### config.mk
export PLATFORM = sky130hd
export DESIGN_NAME = fetch_decode_ctrl
export DESIGN_NICKNAME = d
export VERILOG_FILES = /design/src/rtl/fetch_decode_ctrl.sv
export SDC_FILE = /design/constraint.sdc
export NUM_CORES = 1
export LEC_CHECK = 0
export ABC_CLOCK_PERIOD_IN_PS = 4400
export CORE_ASPECT_RATIO = 2
export CORE_MARGIN = 4
export CORE_UTILIZATION = 45
export CTS_BUF_LIST = sky130_fd_sc_hd__clkbuf_8
export DETAILED_ROUTE_END_ITERATION = 10
export GPL_ROUTABILITY_DRIVEN = 0
export PLACE_DENSITY = 0.95
export SLEW_MARGIN = 40
export SYNTH_ARGS = -nofsm -noshare
export SYNTH_HDL_FRONTEND = slang
export SYNTH_SLANG_ARGS = --single-unit
### constraint.sdc
create_clock -name CLK -period 4.4 [get_ports CLK]
set_input_delay 0.88 -clock CLK [delete_from_list [all_inputs] [get_ports CLK]]
set_output_delay 0.88 -clock CLK [all_outputs]
set_load 0.005 [all_outputs]
### src/rtl/fetch_decode_ctrl.sv
// fetch_decode_ctrl
//   Multi-cycle control stage in front of the register-file/ALU datapath.
//   It owns the PC and the instruction register (IR). It fetches 16-bit
//   instructions over a req/ack handshake and decodes them into datapath
//   control fields. It then waits out the two-cycle operand latency,
//   captures the ALU result and drives one register-file write.
//
//   Sequence: FETCH -> DECODE -> EXEC1 -> EXEC2 -> WB -> FETCH.
//   HALT is absorbing and is left only through reset.
//
// Ports
//   CLK          clock; all state updates on the rising edge
//   reset        synchronous, active-high reset
//   imem_req     instruction fetch request (FETCH only, 0 while reset=1)
//   imem_addr    fetch address, always equal to PC
//   imem_ack     imem_data is valid this cycle (ignored outside FETCH)
//   imem_data    fetched instruction
//   ALUOut       ALU result from the datapath, captured at the end of EXEC2
//   PC           current program counter
//   ALUOp        ALU operation
//   immediate    sign-extended 4-bit immediate (I-type)
//   ALUSrcA      0 = PC, 1 = register A
//   ALUSrcB      0 = register B, 1 = immediate
//   rdAddr       destination register
//   rs0Addr      source register 0
//   rs1Addr      source register 1
//   writeEnable  register-file write strobe (WB only)
//   dataWrite    register-file write data (result register)
//   halted       core is halted
module fetch_decode_ctrl #(
   parameter logic [15:0] RESET_PC = 16'h0000,
   parameter bit          R0_ZERO  = 1'b1
) (
   input  logic        CLK,
   input  logic        reset,
   output logic        imem_req,
   output logic [15:0] imem_addr,
   input  logic        imem_ack,
   input  logic [15:0] imem_data,
   input  logic [15:0] ALUOut,
   output logic [15:0] PC,
   output logic [2:0]  ALUOp,
   output logic [15:0] immediate,
   output logic        ALUSrcA,
   output logic        ALUSrcB,
   output logic [3:0]  rdAddr,
   output logic [3:0]  rs0Addr,
   output logic [3:0]  rs1Addr,
   output logic        writeEnable,
   output logic [15:0] dataWrite,
   output logic        halted
);

   typedef enum logic [2:0] {
      S_FETCH  = 3'd0,
      S_DECODE = 3'd1,
      S_EXEC1  = 3'd2,
      S_EXEC2  = 3'd3,
      S_WB     = 3'd4,
      S_HALT   = 3'd5
   } state_t;

   state_t      state_q, state_d;
   logic [15:0] pc_q, pc_d;
   logic [15:0] ir_q, ir_d;
   // Marks that IR holds a fetched instruction. Without it, IR=0 after
   // reset would decode as an R-type and drive ALUSrcA=1.
   logic        ir_valid_q, ir_valid_d;
   logic [15:0] result_q, result_d;
   logic [3:0]  opcode_s;

   assign opcode_s = ir_q[15:12];

   // State register and datapath-side registers.
   always_ff @(posedge CLK) begin
      if (reset) begin
         state_q    <= S_FETCH;
         pc_q       <= RESET_PC;
         ir_q       <= 16'h0000;
         ir_valid_q <= 1'b0;
         result_q   <= 16'h0000;
      end else begin
         state_q    <= state_d;
         pc_q       <= pc_d;
         ir_q       <= ir_d;
         ir_valid_q <= ir_valid_d;
         result_q   <= result_d;
      end
   end

   // Next-state logic for the sequencer, PC, IR and result register.
   always_comb begin
      state_d    = state_q;
      pc_d       = pc_q;
      ir_d       = ir_q;
      ir_valid_d = ir_valid_q;
      result_d   = result_q;
      case (state_q)
         S_FETCH: begin
            // imem_data is sampled only on the ack edge.
            if (imem_ack) begin
               ir_d       = imem_data;
               ir_valid_d = 1'b1;
               state_d    = S_DECODE;
            end else begin
               state_d    = S_FETCH;
            end
         end
         S_DECODE: begin
            if (opcode_s == 4'hF) begin
               state_d = S_HALT;
            end else begin
               state_d = S_EXEC1;
            end
         end
         S_EXEC1: state_d = S_EXEC2;
         S_EXEC2: begin
            result_d = ALUOut;
            state_d  = S_WB;
         end
         S_WB: begin
            pc_d    = pc_q + 16'd1;   // wraps FFFF -> 0000
            state_d = S_FETCH;
         end
         S_HALT:  state_d = S_HALT;
         default: state_d = S_FETCH;
      endcase
   end

   // Instruction decode; fields follow IR and hold until the next fetch.
   always_comb begin
      ALUOp     = 3'd0;
      immediate = 16'h0000;
      ALUSrcA   = 1'b0;
      ALUSrcB   = 1'b0;
      if (ir_valid_q) begin
         if (opcode_s[3] == 1'b0) begin
            ALUOp   = opcode_s[2:0];
            ALUSrcA = 1'b1;
            ALUSrcB = 1'b0;
         end else if (opcode_s != 4'hF) begin
            ALUOp     = opcode_s[2:0];
            ALUSrcA   = 1'b1;
            ALUSrcB   = 1'b1;
            immediate = {{12{ir_q[3]}}, ir_q[3:0]};
         end else begin
            // HALT drives no ALU control.
            ALUOp   = 3'd0;
            ALUSrcA = 1'b0;
            ALUSrcB = 1'b0;
         end
      end else begin
         ALUOp   = 3'd0;
         ALUSrcA = 1'b0;
         ALUSrcB = 1'b0;
      end
   end

   assign rdAddr    = ir_q[11:8];
   assign rs0Addr   = ir_q[7:4];
   assign rs1Addr   = ir_q[3:0];
   assign PC        = pc_q;
   assign imem_addr = pc_q;
   assign dataWrite = result_q;
   assign halted    = (state_q == S_HALT);

   // The strobes are gated by reset directly so that they drop in the same
   // cycle reset rises, not one edge later.
   assign imem_req    = (state_q == S_FETCH) && !reset;
   assign writeEnable = (state_q == S_WB) && !reset &&
                        !((R0_ZERO == 1'b1) && (ir_q[11:8] == 4'd0));

endmodule
==> metrics <==
Avg Inst Size Synth 8.045 um^2; Die Span Y roughly 110 um; clk_lat worst skew around 0.30 ns; Ports about 120; Critical Path AT between 2 and 2.5 ns; worst path buffer plus inverter count 1; Remaining Overflow, GRT 0; R2R depth 4; ANT nets after route 0; Setup Fix Bufs, Post-CTS 0; Crit. Startpoint state_q[2]$_SDFF_PP0_; Sequential Power Share between 50% and 60%; Worst IR Drop VDD 0.0002505 V; share of the synthesized area in the top cell type 43.13%; wire length per cell approximately 14 um; Final Total Pwr 887.2 uW; CTS H-tree depth 2; Async S/R FF share, synth 0%; P_sw 216.4 uW; Placement Rows 37; Netlist cell types 36; Internal Power 670.8 uW; Synth Area in Compound Gates 11.40%; Synth Area in Simple Gates about a quarter; critical path data required time ~3.5 ns; CTS tree built; Antenna diodes 0; Avg Vias per Cell roughly 5.2; beginning of the worst register-to-register path state_q[2]$_SDFF_PP0_; layout cells sized above 1 about 3.8%; largest net degree at the start of global routing 29; Setup crit end kind output port; core area between 5000 and 6000 um^2; CTS Buf Count 5; RSZ-0062 raised after global routing false; Hold Buf Count CTS 0; critical path's largest stage delay 0.58 ns; Placed Cells 422; post-synthesis xor/xnor area fraction between 3 and 4%; critical hold path startpoint dataWrite[3]$_SDFFE_PP0N_; Worst Hold Class reg2reg; final setup violation count 0; DRT Pass-1 Iters 4; Hold Path End dataWrite[3]$_SDFFE_PP0N_; final slew viol count 0; CP max stage cell dfxtp_1; Max-Cap Viols 0; Layout Cells excl Fill 427; kind of critical path reg2out; Netlist Area Pre-Place 2414 um^2; multiplexer share of the synthesized area 0.4147%; number of I/O port buffers 118; die footprint 6670 um^2; worst-path cell chain nor3b_4 > o41ai_1 > nor2_1 > clkdlybuf4s50_1; reg-to-reg setup timing slack 2.51 ns; Iteration-0 DRC Markers 48; Die W 59.79 um; antenna violations before repair 0; largest family of logic cells by synthesized area simple AND/OR/NAND/NOR gates; area share of fa/ha/maj cells after synthesis 0.5184%; Initial Utilization approximately 47%; Resize count post-CTS 0; CP startpoint kind flip-flop; relative slew slack 61.79%; Hold Vio Cnt, Final 0; Post-synth EDFFs 0; Nets 407; Hold Path Stages 2; Clk pwr share 27.3%; final wirelength 6015 um; Sw Ratio 24.39%; Post-DP HPWL 4700 um; Synth Register Bits 52; reg2reg end PC[9]$_SDFFE_PP0N_; clk sink count 52; Filler cells 407; CTS clk-pin slew, worst paths 0.08 ns; Gate power share 15.0%; Final Skew 0.004769 ns; Total Routing Usage GR 18.56%; Register Area 1041 um^2; DRC viols 0; multi-input logic area around 1000 um^2; power per cell area around 260 nW/um^2; Area Growth Syn to Fin 39.97%; first-pass GRT wire length 9729 um; Tmin final 3.009 ns; worst slew pin tran 0.5726 ns; Yosys top cell by area dfxtp_1; Clock Path Buffers 2; cells after synthesis 300; worst-path fanout max 13; Setup TNS 0 ns; CP top delay family flip-flops; outcome finished, final reports clean; Synth area leaders dfxtp_1, buf_4, nand2_1; commonest cells in the netlist nand2_1, dfxtp_1, buf_4; Synth Flop Type dfxtp_1; tightest hold margin 0.4564 ns; vias in the first global route 2,106; Via Count 2,214; top-count cell post-synth nand2_1; post-synthesis sequential area ratio 43.13%; Tcrit/Tclk final 68.38%; CTS Root Cell clkbuf_8; fmax 332.4 MHz; Leak about 1.2 nW; post-synthesis net count 336; yosys warns 0
[layout by cell type (no fill, tap or decap)]
cell	instances
nor2_1	14
a21oi_1	40
buf_4	3
or2_2	1
and3_1	4
o31ai_1	1
nor3_1	2
o41ai_1	1
inv_1	2
a31oi_1	2
or3_1	5
nand4_2	1
nor4_1	1
nand3_1	6
ha_1	1
and2_1	7
nor2_2	1
xnor2_1	2
nor4bb_1	1
buf_2	1
and4_1	2
or4b_1	1
dfxtp_1	52
a2111oi_0	1
nor2b_1	1
nand2_1	72
clkdlybuf4s50_1	117
clkbuf_8	5
nor4b_4	1
mux2i_1	1
o21bai_1	1
xor2_1	7
nor3b_4	1
or4_1	1
nand4_1	4
o21ai_0	6
[metal layers]
metal,GRT usage (%),share of wire [%]
met1,18.39,35
met2,32.59,54
met3,4.060,6.0
met4,11.98,5.3
met5,0,0
[worst max-delay path by stage]
stage,to,slack (ns),depth (start not counted)
after CTS,writeEnable,1.35,4
after floorplan,writeEnable,2.04,3
after detailed placement,imem_req,1.60,3
final,writeEnable,1.39,4
after global routing,writeEnable,1.22,4
after global placement,imem_req,1.58,3
[worst min-delay path: cells and delay by family, from the launching register on]
kind | cells | cell delay (ns)
simple gates | 1 | 0.05
compound gates | 1 | 0.05
flops | 1 | 0.31
[registers in the layout, summed over array words and instances (netlist names)]
signal,cells
ir_valid_q,1
dataWrite,16
state_q,3
ir_q,16
PC,16
[power by group through the flow]
| stage | clock network [mW] | registers [mW] | logic [mW] |
|---|---|---|---|
| final | 0.242 | 0.511 | 0.133 |
| after CTS | 0.253 | 0.511 | 0.135 |
| after global routing | 0.271 | 0.515 | 0.145 |
| after detailed placement | 0 | 0.523 | 0.135 |
| after global placement | 0 | 0.521 | 0.130 |
| after floorplan | 0 | 0.512 | 0.0792 |
[cell families (layout without fill, tap and decap cells)]
family                     after synthesis  count (layout)
xor gates and xnor gates                 9               9
adders and majority gates                1               1
DFF                                     52              52
muxes                                    1               1
buffers and inverters                   59             128
and+or+nand+nor                        126             126
AOI/OAI and AO/OA                       52              52
[final cells by class]
type / instances / share of cell area (%)
Timing Repair Buffer: 121 / 35.48
Sequential cell: 52 / 30.81
Clock buffer: 5 / 2.037
Multi-Input combinational cell: 189 / 29.30
Tap cell: 58 / 2.148
Inverter: 2 / 0.2222
[per-stage QoR]
step	util [%]	area, um^2	setup slack (ns)
after floorplan	-	2414	2.037
after global placement	63.63	3299	1.583
after detailed placement	63.83	3309	1.595
after CTS	65.15	3378	1.350
after global routing	65.15	3378	1.219
final	65.15	3378	1.391
Note: power is estimated with default switching activity, not from simulation.
